--- src/rtl/jpeg_pkg.sv ---
// Shared JPEG block types and constants: zigzag scan table, block length,
// output beat struct and the capture-side FSM state encoding.
package jpeg_pkg;

  localparam int BLOCK_LEN = 64;
  localparam int ZZ_DATA_W = 12;

  // Raster address (8*row+col) of each zigzag scan position.
  localparam logic [5:0] ZZ_ORDER [BLOCK_LEN] = '{
    6'd0,  6'd1,  6'd8,  6'd16, 6'd9,  6'd2,  6'd3,  6'd10,
    6'd17, 6'd24, 6'd32, 6'd25, 6'd18, 6'd11, 6'd4,  6'd5,
    6'd12, 6'd19, 6'd26, 6'd33, 6'd40, 6'd48, 6'd41, 6'd34,
    6'd27, 6'd20, 6'd13, 6'd6,  6'd7,  6'd14, 6'd21, 6'd28,
    6'd35, 6'd42, 6'd49, 6'd56, 6'd57, 6'd50, 6'd43, 6'd36,
    6'd29, 6'd22, 6'd15, 6'd23, 6'd30, 6'd37, 6'd44, 6'd51,
    6'd58, 6'd59, 6'd52, 6'd45, 6'd38, 6'd31, 6'd39, 6'd46,
    6'd53, 6'd60, 6'd61, 6'd54, 6'd47, 6'd55, 6'd62, 6'd63
  };

  typedef struct packed {
    logic [ZZ_DATA_W-1:0] data;
    logic                 sop;
    logic                 eop;
    logic                 valid;
  } zz_beat_t;

  typedef enum logic [1:0] {
    WR_IDLE = 2'd0,
    WR_FILL = 2'd1,
    WR_DROP = 2'd2
  } wr_state_t;

endpackage

--- src/rtl/zz_bank_ram.sv ---
// Block buffer storage: NUM_BANKS x 64 coefficients, simple dual port,
// synchronous write and synchronous read (read data holds while re=0).
module zz_bank_ram
  import jpeg_pkg::*;
#(
  parameter int DATA_WIDTH = 12,
  parameter int NUM_BANKS  = 2,
  parameter int AW         = 7
) (
  input  logic                  clk,
  input  logic                  we,
  input  logic [AW-1:0]         waddr,
  input  logic [DATA_WIDTH-1:0] wdata,
  input  logic                  re,
  input  logic [AW-1:0]         raddr,
  output logic [DATA_WIDTH-1:0] rdata
);

  logic [DATA_WIDTH-1:0] mem [NUM_BANKS*BLOCK_LEN];

  always_ff @(posedge clk) begin
    if (we) mem[waddr] <= wdata;
    if (re) rdata <= mem[raddr];
  end

endmodule

--- src/rtl/dct_zigzag_buffer.sv ---
// Captures raster-order 8x8 DCT blocks into a bank FIFO and replays them in
// zigzag order. Optional macro ZIGZAG_NZ_COUNT_EN adds out_nz_count per block.
module dct_zigzag_buffer
  import jpeg_pkg::*;
#(
  parameter int DATA_WIDTH = ZZ_DATA_W,
  parameter int NUM_BANKS  = 2
) (
  input  logic                  clk,
  input  logic                  rst,
  input  logic [DATA_WIDTH-1:0] in_data,
  input  logic                  in_sop,
  input  logic                  in_eop,
  input  logic                  in_valid,
  output logic [DATA_WIDTH-1:0] out_data,
  output logic                  out_sop,
  output logic                  out_eop,
  output logic                  out_valid,
  input  logic                  out_ready,
  output logic                  err_drop,
  output logic                  banks_full,
`ifdef ZIGZAG_NZ_COUNT_EN
  output logic [6:0]            out_nz_count,
`endif
  output wr_state_t             dbg_wr_state
);

  localparam int BW = $clog2(NUM_BANKS);
  localparam int AW = BW + 6;
  localparam int CW = $clog2(NUM_BANKS + 1);

  function automatic logic [BW-1:0] bump(input logic [BW-1:0] p);
    return (p == BW'(NUM_BANKS - 1)) ? '0 : p + BW'(1);
  endfunction

  wr_state_t             wr_state, wr_state_n;
  logic [5:0]            wcnt, wcnt_n, ram_woff, zcnt;
  logic [BW-1:0]         wr_ptr, rd_ptr;
  logic [CW-1:0]         used, ready_cnt;
  logic                  ram_we, commit, set_err;
  logic                  advance, issue, last_issue, free_now, bank_free;
  logic                  ov_q, sop_q, eop_q;
  logic [DATA_WIDTH-1:0] rd_data;
  zz_beat_t              beat_o;

  // Output handshake: a beat transfers on out_valid & out_ready; while
  // out_valid & !out_ready the whole beat is held unchanged.
  assign free_now   = ov_q & out_ready & eop_q;
  assign bank_free  = (used != CW'(NUM_BANKS)) | free_now;
  assign advance    = !ov_q | out_ready;
  assign issue      = advance & (ready_cnt != '0);
  assign last_issue = issue & (zcnt == 6'd63);
  assign banks_full = (used == CW'(NUM_BANKS));
  assign dbg_wr_state = wr_state;

  always_comb begin
    wr_state_n = wr_state;
    wcnt_n     = wcnt;
    ram_we     = 1'b0;
    ram_woff   = wcnt;
    commit     = 1'b0;
    set_err    = 1'b0;
    case (wr_state)
      WR_IDLE, WR_DROP: begin
        if (in_valid && in_sop) begin
          if (bank_free) begin
            ram_we     = 1'b1;
            ram_woff   = 6'd0;
            wcnt_n     = 6'd1;
            wr_state_n = WR_FILL;
          end else begin
            set_err    = 1'b1;
            wr_state_n = WR_DROP;
          end
        end else if (wr_state == WR_DROP && in_valid && in_eop) begin
          wr_state_n = WR_IDLE;
        end
      end
      WR_FILL: begin
        if (in_valid) begin
          if (in_sop) begin
            // Restart the partial block in the same bank.
            set_err  = 1'b1;
            ram_we   = 1'b1;
            ram_woff = 6'd0;
            wcnt_n   = 6'd1;
          end else if (wcnt == 6'd63) begin
            ram_we     = in_eop;
            commit     = in_eop;
            set_err    = !in_eop;
            wr_state_n = WR_IDLE;
          end else if (in_eop) begin
            set_err    = 1'b1;
            wr_state_n = WR_IDLE;
          end else begin
            ram_we = 1'b1;
            wcnt_n = wcnt + 6'd1;
          end
        end
      end
      default: wr_state_n = WR_IDLE;
    endcase
  end

  always_ff @(posedge clk) begin
    if (rst) begin
      wr_state  <= WR_IDLE;
      wcnt      <= '0;
      wr_ptr    <= '0;
      rd_ptr    <= '0;
      used      <= '0;
      ready_cnt <= '0;
      zcnt      <= '0;
      ov_q      <= 1'b0;
      sop_q     <= 1'b0;
      eop_q     <= 1'b0;
      err_drop  <= 1'b0;
    end else begin
      wr_state <= wr_state_n;
      wcnt     <= wcnt_n;
      if (set_err) err_drop <= 1'b1;
      if (commit) wr_ptr <= bump(wr_ptr);
      // used: banks not free; ready_cnt: committed banks not yet fully issued.
      if (commit != free_now) used <= commit ? used + CW'(1) : used - CW'(1);
      if (commit != last_issue)
        ready_cnt <= commit ? ready_cnt + CW'(1) : ready_cnt - CW'(1);
      if (advance) begin
        ov_q  <= issue;
        sop_q <= issue & (zcnt == 6'd0);
        eop_q <= last_issue;
      end
      if (issue) zcnt <= zcnt + 6'd1;
      if (last_issue) rd_ptr <= bump(rd_ptr);
    end
  end

  zz_bank_ram #(
    .DATA_WIDTH(DATA_WIDTH),
    .NUM_BANKS (NUM_BANKS),
    .AW        (AW)
  ) u_ram (
    .clk  (clk),
    .we   (ram_we),
    .waddr({wr_ptr, ram_woff}),
    .wdata(in_data),
    .re   (issue),
    .raddr({rd_ptr, ZZ_ORDER[zcnt]}),
    .rdata(rd_data)
  );

  always_comb begin
    beat_o.data  = ov_q ? rd_data : '0;
    beat_o.sop   = sop_q;
    beat_o.eop   = eop_q;
    beat_o.valid = ov_q;
  end

  assign out_data  = beat_o.data;
  assign out_sop   = beat_o.sop;
  assign out_eop   = beat_o.eop;
  assign out_valid = beat_o.valid;

`ifdef ZIGZAG_NZ_COUNT_EN
  logic [6:0] nz_cnt, nz_q;
  logic [6:0] nz_bank [NUM_BANKS];
  logic       nz_bit;

  assign nz_bit = (in_data != '0);

  always_ff @(posedge clk) begin
    if (rst) begin
      nz_cnt <= '0;
      nz_q   <= '0;
    end else begin
      if (ram_we) nz_cnt <= ((ram_woff == 6'd0) ? 7'd0 : nz_cnt) + {6'd0, nz_bit};
      if (issue && zcnt == 6'd0) nz_q <= nz_bank[rd_ptr];
    end
  end

  always_ff @(posedge clk) begin
    if (commit) nz_bank[wr_ptr] <= nz_cnt + {6'd0, nz_bit};
  end

  assign out_nz_count = nz_q;
`endif

endmodule

--- config.mk ---
export PLATFORM = sky130hd
export DESIGN_NAME = dct_zigzag_buffer
export DESIGN_NICKNAME = d
export VERILOG_FILES = /design/src/rtl/jpeg_pkg.sv /design/src/rtl/zz_bank_ram.sv /design/src/rtl/dct_zigzag_buffer.sv
export SDC_FILE = /design/constraint.sdc
export NUM_CORES = 2
export LEC_CHECK = 0
export ABC_CLOCK_PERIOD_IN_PS = 3100
export CORE_MARGIN = 2
export CORE_UTILIZATION = 50
export DETAILED_ROUTE_END_ITERATION = 12
export PLACE_DENSITY_LB_ADDON = 0.3
export SYNTH_ARGS = -nofsm -noshare
export SYNTH_HDL_FRONTEND = slang
export SYNTH_SLANG_ARGS = --single-unit
export TNS_END_PERCENT = 30
--- constraint.sdc ---
create_clock -name clk -period 3.1 [get_ports clk]
set_input_delay 0.62 -clock clk [delete_from_list [all_inputs] [get_ports clk]]
set_output_delay 0.62 -clock clk [all_outputs]
set_load 0.05 [all_outputs]
== Word-level counts from Yosys, hierarchy flattened ==
Memory sizes are Yosys's and may differ from the RTL's. A register that Yosys moved wholly into a read port is not among the register bits.
Cells that the tools add are included.
Operators by class
  $add $sub $neg: 8
  magnitude comparators: 1
  equality and inequality tests: 16
  multiplexer cells: 47
  bitwise operators: 8
  reductions and logical operators: 12
Operators by type and width (number)
  $mux 6: 12
  $pmux 6 s2: 2
  $mux 1: 20
  $mux 2: 9
  $add 6x1->6 const B: 2
  $eq 6x6->1 const B: 2
  $mux 12: 1
  $ne 3x3->1 const B: 4
  $ne 2x2->1 const B: 5
  $ge 7x7->1 const B: 1
  $not 6->7: 1
  $logic_not 6->1: 1
  $reduce_and 6->1: 1
  $and 1x1->1: 5
  $add 2x1->2 const B: 2
  $eq 2x2->1 const B: 2
  $pmux 1 s2: 2
  $pmux 2 s2: 1
  $reduce_and 4->1: 1
  $reduce_bool 2->1: 2
  $sub 2x1->2 const B: 2
  $logic_and 1x1->1: 3
  $add 1x1->1 const B: 2
  $eq 2x1->1 const B: 1
  other kinds (5): 8
Word-level totals
  flip-flop bits (word level): 24
  memory bits (writable): 1536
  memory bits (read-only): 384
  input port bits: 18
  logic and storage cells: 105
  memories kept: 2
Memories
  u_ram.mem: depth 128, width 12, read ports 1, clocked after memory_dff 1, wr ports 1, RTL line zz_bank_ram.sv:19  | logic [DATA_WIDTH-1:0] mem [NUM_BANKS*BLOCK_LEN];
  (name not given): depth 64, width 6, read ports 1, clocked after memory_dff 0, wr ports 0, RTL line dct_zigzag_buffer.sv:147  | .raddr({rd_ptr, ZZ_ORDER[zcnt]}),

== Logic depth before layout (Yosys ltp) ==
  depth in word-level cells: 8
  gate-level depth with buffers: 16
  depth with buffers taken out: 12

== Modules after synthesis ==
A second synthesis with hierarchy kept.
Second synthesis, totals
  cell total of the unflattened synthesis: 2636
  area, all modules: 61332.6 um2
Modules (own cells, without submodules)
  zz_bank_ram: instances 1, cells each 2362, area each 59248.1 um2
  dct_zigzag_buffer: instances 1, cells each 274, area each 2084.5 um2

== Worst setup path after synthesis ==
No wires, ideal clock.
  path kind: reg-to-reg
  start point: reg used[1]
  end point: mem u_ram.mem[95][0], enable pin
  setup time: 0.396 ns
  arrival: 3.148 ns
  data required time: 2.704 ns
  path slack: -0.444 ns
  stages on the path, launching flop included: 8
  buffers on the path: 0
  cell sequence: dfxtp_1 > nor2b_1 > a21oi_1 > or2_2 > nor2b_1 > nor2_1 > nand3_1 > nor3_1
On the way
  longest elaborated chain between the ends: 7
  elaborated cells between the ends (all ways): 10
RTL lines
  start, declared: RTL line dct_zigzag_buffer.sv:39  | logic [CW-1:0] used, ready_cnt;
  start signal, assigned: RTL line dct_zigzag_buffer.sv:124  | if (commit != free_now) used <= commit ? used + CW'(1) : used - CW'(1);
  $ne 2x2->1 *: RTL line dct_zigzag_buffer.sv:49  | assign bank_free = (used != CW'(NUM_BANKS)) | free_now;
  $or 1x1->1 *: RTL line dct_zigzag_buffer.sv:49
  $mux 1: RTL line dct_zigzag_buffer.sv:66  | if (bank_free) begin
  $mux 1: RTL line dct_zigzag_buffer.sv:65  | if (in_valid && in_sop) begin
  $pmux 1 s2: RTL line dct_zigzag_buffer.sv:63  | case (wr_state)
  $mux 1: RTL line zz_bank_ram.sv:22  | if (we) mem[waddr] <= wdata;
  $mux 1 (not written as such): RTL line zz_bank_ram.sv:22
  end, declared: RTL line zz_bank_ram.sv:19
Every way passes the cells marked *; elsewhere a longest branch is shown, timed or not.

== Final worst setup path ==
  start point: reg zcnt[0]
  end point: reg u_ram.rdata[9], read port of u_ram.mem (data pin)
On the way
  longest elaborated chain between the ends: 4
RTL lines
  start, declared: RTL line dct_zigzag_buffer.sv:37  | logic [5:0] wcnt, wcnt_n, ram_woff, zcnt;
  start signal, assigned: RTL line dct_zigzag_buffer.sv:132  | if (issue) zcnt <= zcnt + 6'd1;
  $not 6->7 (not written as such): RTL line dct_zigzag_buffer.sv:147
  $mem_v2 64x6
  $mux 6 (not written as such) (2 in series): RTL line dct_zigzag_buffer.sv:147
  end, declared: RTL line zz_bank_ram.sv:16  | output logic [DATA_WIDTH-1:0] rdata
Every way passes these cells. The select of a mux whose other input is x is not followed.
A chain may end at the register's enable or synchronous reset.

==> insert_results.sql <==
INSERT INTO impl_metrics (metric_group, metric, value, unit) VALUES
('outcome', 'status', 'complete, but fails checks', ''),
('outcome', 'failed_checks', 'negative setup slack', ''),
('power', 'combPwrFrac', '1.6', '%'),
('timing', 'tightestPinTransition', '814.6', 'ps'),
('yosys', 'ys_types', '83', ''),
('routing', 'detailedRoute.firstPassIterationCount', '6', ''),
('clocking', 'cts_made_buffers', '162', ''),
('power', 'netSwitchingFraction', '20.11', '%'),
('critical_path', 'crit_type', 'reg2reg', ''),
('critical_path', 'critical_path_peak_fanout', '10', ''),
('timing', 'setup_violations', '12', ''),
('final_layout', 'final_design_area_no_fill', '79570', 'µm²'),
('routing', 'drcViolationCount', '0', ''),
('critical_path', 'reg2reg_slack', '-700', 'ps'),
('routing', 'route.vias.total', '44320', ''),
('power', 'internal_power', '0.03470', 'W'),
('power', 'p_sw', '0.008732', 'W'),
('clocking', 'tritoncts', 'yes', ''),
('timing', 'fin_worst_skew', '32.00', 'ps'),
('critical_path', 'worst_setup_path_start_kind', 'flop', ''),
('critical_path', 'reg2reg_to', 'u_ram.rdata[9]', ''),
('final_layout', 'area_growth_syn_to_layout', '24.57', '%'),
('placed_design', 'detailedPlacementHpwl', '116100', 'µm'),
('yosys', 'synth.top_cell.area_share', '72.78', '%'),
('final_layout', 'nNetsFinal', '5605', ''),
('power', 'ir_drop', '0.6492', 'mV'),
('floorplan', 'die_height', '361.4', 'µm'),
('critical_path', 'crit-reg2reg-launch', 'zcnt[0]', ''),
('timing', 'clock.fmax', '263.4', 'MHz'),
('global_route', 'number_of_global_route_vias_before_repair', '42450', ''),
('placed_design', 'finalWeightedCongestion', '0.9051', ''),
('global_route', 'grt_start_max_net_pins', '129', ''),
('routing', 'viasPerCell', '6.016', ''),
('routing', 'drt_iter0_markers', '6424', ''),
('min_path', 'worst_hold_path_type', 'in2reg', ''),
('clocking', 'clk_pin_slew_worst_paths', '60', 'ps'),
('min_path', 'hold_depth', '1', ''),
('yosys', 'post_synth_edffs', '1548', ''),
('final_layout', 'multi_input_area', '16590', 'µm²'),
('clocking', 'htree_levels', '4', ''),
('global_route', 'grt.met3_usage', '5.231', '%'),
('routing', 'wl_per_cell', '25.66', 'µm'),
('final_layout', 'area_taken_by_flip_flops_and_latches', '46970', 'µm²'),
('placed_design', 'dpl-instance-area', '71710', 'µm²'),
('yosys', 'yosysTopAreaCell', 'sky130_fd_sc_hd__edfxtp_1', ''),
('min_path', 'hold_end', 'u_ram.mem[87][7]', ''),
('global_route', 'grt_pass1_wl', '273800', 'µm'),
('timing', 'unrepaired_setup_endpoints_after_global_routing', 'true', ''),
('floorplan', 'die_area', '130600', 'µm²'),
('yosys', 'synthArstFlopShare', '0', '%'),
('final_layout', 'fill_cells', '9254', ''),
('placed_design', 'port_bufs', '36', ''),
('timing', 'timing.hold.ws', '250.5', 'ps'),
('critical_path', 'critPathCaptureType', 'flop', ''),
('yosys', 'syn-instance-count', '4899', ''),
('yosys', 'postSynth.topFlopCell', 'sky130_fd_sc_hd__edfxtp_1', ''),
('yosys', 'synthesis.area', '63870', 'µm²'),
('yosys', 'synth_sequential_area_ratio', '73.53', '%'),
('timing', 'min_cycle_time_layout', '3796', 'ps'),
('floorplan', 'starting_density_of_the_core', '50.22', '%'),
('power', 'p_total', '0.04343', 'W'),
('min_path', 'timing.hold.worst.start', 'in_data[7]', ''),
('floorplan', 'core_region_area', '127200', 'µm²'),
('yosys', 'synth.net_count', '4935', ''),
('power', 'p_clk_share', '44.7', '%'),
('routing', 'ant_nets', '0', ''),
('timing', 'final-max-slew-violation-count', '0', ''),
('timing', 'fin_ws', '-695.9', 'ps'),
('final_layout', 'post_route_cells_drive_above_1_share', '22.22', '%'),
('routing', 'post_detailed_routing_wire_length', '189100', 'µm'),
('yosys', 'netlist_top_cells_area', 'sky130_fd_sc_hd__edfxtp_1, sky130_fd_sc_hd__nand2_1, sky130_fd_sc_hd__a21oi_1', '');
==> registers in the layout, summed over array words and instances (netlist names), 2 cells and up <==
name / flops
u_ram.mem: 1536
u_ram.rdata: 12
used: 2
zcnt: 6
wcnt: 6
ready_cnt: 2
dbg_wr_state: 2
==> synthesized netlist by cell type (all sizes together), types with 14 or more instances <==
library cell	instances
a311oi	22
mux2i	84
o21ai	32
nor2	190
a21oi	414
buf	207
inv	34
nand4	39
nand3	257
mux2	29
and2	16
nor4	37
nor3	171
a31oi	64
dfxtp	24
ha	18
a211oi	15
o221ai	45
a221oi	43
edfxtp	1548
nand2	1275
and3	51
clkbuf	115
a21o	14
==> cell type report <==
class	instances	area share (%)
Timing Repair Buffer	828	10.74
Sequential cell	1572	59.03
Antenna cell	2	0.006290
Inverter	35	0.1698
Clock buffer	209	5.436
Clock inverter	89	1.153
Multi-Input combinational cell	2970	20.85
Tap cell	1662	2.614
==> cell families (layout without fill, tap and decap cells) <==
logic type,Yosys count,in the layout,synth area share (%)
fa+ha+maj,18,18,0.3526
compound gates,724,724,7.170
flops,1572,1572,73.53
buf+inv,357,1161,2.625
xor+xnor,17,17,0.2331
simple gates,2095,2095,14.16
mux,116,116,1.933
other cells,0,2,0
==> cell usage in the layout, fill, tap and decap left out, types with 11 or more instances in the layout <==
cell type | Yosys | final
sky130_fd_sc_hd__edfxtp_1 | 1548 | 1548
sky130_fd_sc_hd__nand2_1 | 1274 | 1270
sky130_fd_sc_hd__buf_4 | 20 | 617
sky130_fd_sc_hd__a21oi_1 | 411 | 392
sky130_fd_sc_hd__nand3_1 | 255 | 250
sky130_fd_sc_hd__nor2_1 | 189 | 182
sky130_fd_sc_hd__clkbuf_16 | 0 | 177
sky130_fd_sc_hd__nor3_1 | 171 | 146
sky130_fd_sc_hd__buf_12 | 0 | 126
sky130_fd_sc_hd__mux2i_1 | 84 | 83
sky130_fd_sc_hd__a31oi_1 | 64 | 58
sky130_fd_sc_hd__and3_1 | 51 | 51
sky130_fd_sc_hd__clkbuf_1 | 115 | 42
sky130_fd_sc_hd__a221oi_1 | 43 | 41
sky130_fd_sc_hd__nand4_1 | 39 | 39
sky130_fd_sc_hd__clkinv_1 | 1 | 35
sky130_fd_sc_hd__buf_6 | 10 | 34
sky130_fd_sc_hd__inv_1 | 33 | 32
sky130_fd_sc_hd__clkinv_2 | 0 | 23
sky130_fd_sc_hd__nor3_2 | 0 | 22
sky130_fd_sc_hd__dfxtp_1 | 24 | 22
sky130_fd_sc_hd__mux2_2 | 26 | 20
sky130_fd_sc_hd__o221ai_1 | 43 | 20
sky130_fd_sc_hd__o221ai_2 | 0 | 19
sky130_fd_sc_hd__a311oi_1 | 22 | 18
sky130_fd_sc_hd__nor4_2 | 7 | 18
sky130_fd_sc_hd__o21ai_1 | 16 | 17
sky130_fd_sc_hd__a21oi_2 | 3 | 16
sky130_fd_sc_hd__bufinv_16 | 0 | 16
sky130_fd_sc_hd__nor4_4 | 0 | 15
sky130_fd_sc_hd__a21o_1 | 14 | 14
sky130_fd_sc_hd__and2_1 | 15 | 14
sky130_fd_sc_hd__ha_1 | 18 | 14
sky130_fd_sc_hd__xnor2_1 | 12 | 12
sky130_fd_sc_hd__clkdlybuf4s50_1 | 0 | 12
sky130_fd_sc_hd__nor2b_1 | 13 | 11
sky130_fd_sc_hd__o21ai_0 | 15 | 11
==> worst max-delay path by stage <==
stage,startpoint,endpoint,depth (start not counted)
6_report,zcnt[0],u_ram.rdata[9],16
5_1_grt,zcnt[0],u_ram.rdata[9],17
4_1_cts,zcnt[0],u_ram.rdata[9],14
3_5_place_dp,zcnt[0],u_ram.rdata[9],15
3_3_place_gp,zcnt[0],u_ram.rdata[9],14
2_1_floorplan,out_valid,u_ram.mem[104][0],10
==> per-stage QoR <==
stage	setup WS [ps]	instances	util, %
2_1_floorplan	-81.67	4899	-
3_3_place_gp	-1274	6984	56.38
3_5_place_dp	-1323	6984	56.38
4_1_cts	-710.9	7324	61.57
5_1_grt	-731.4	7365	62.55
6_report	-695.9	7367	62.56
==> what timing repair did <==
action	in CTS	in global routing
pin swaps	36	54
buffers inserted	34	36
setup endpoints to repair	21	375
gates cloned	8	11
hold buffers	0	0
resized for setup	164	131
hold endpoints to repair	0	0
==> power groups by stage <==
| stage | Combinational, W | Clock, W | Sequential [W] |
|---|---|---|---|
| after global placement | 0.000652 | 0 | 0.0238 |
| after detailed placement | 0.000667 | 0 | 0.0238 |
| final | 0.000684 | 0.0194 | 0.0234 |
| after floorplan | 0.0000755 | 0 | 0.0238 |
| after global routing | 0.000716 | 0.0204 | 0.0233 |
| after CTS | 0.000673 | 0.0196 | 0.0234 |
==> metal layers <==
metal	wire [µm]	part of all wire, %	up-vias
li1	-	-	19480
met4	6617	3.5	2
met5	16	0.0085	-
met1	72790	39	21930
met3	19590	10	375
met2	90040	48	2533
==> critical path, stage by stage (launching register included) <==
cell	delay, ps
sky130_fd_sc_hd__dfxtp_2	350
sky130_fd_sc_hd__clkinvlp_4	140
sky130_fd_sc_hd__ha_4	290
sky130_fd_sc_hd__buf_4	150
sky130_fd_sc_hd__xor2_2	190
sky130_fd_sc_hd__o32a_4	230
sky130_fd_sc_hd__a22oi_4	270
sky130_fd_sc_hd__buf_12	150
sky130_fd_sc_hd__buf_12	120
sky130_fd_sc_hd__nand2_1	50
sky130_fd_sc_hd__buf_4	170
sky130_fd_sc_hd__buf_6	160
sky130_fd_sc_hd__a211oi_2	220
sky130_fd_sc_hd__a2111o_1	170
sky130_fd_sc_hd__nand4_1	300
sky130_fd_sc_hd__o211ai_1	490
sky130_fd_sc_hd__nor4_2	70
No activity file was read; power rests on OpenSTA's default activity.
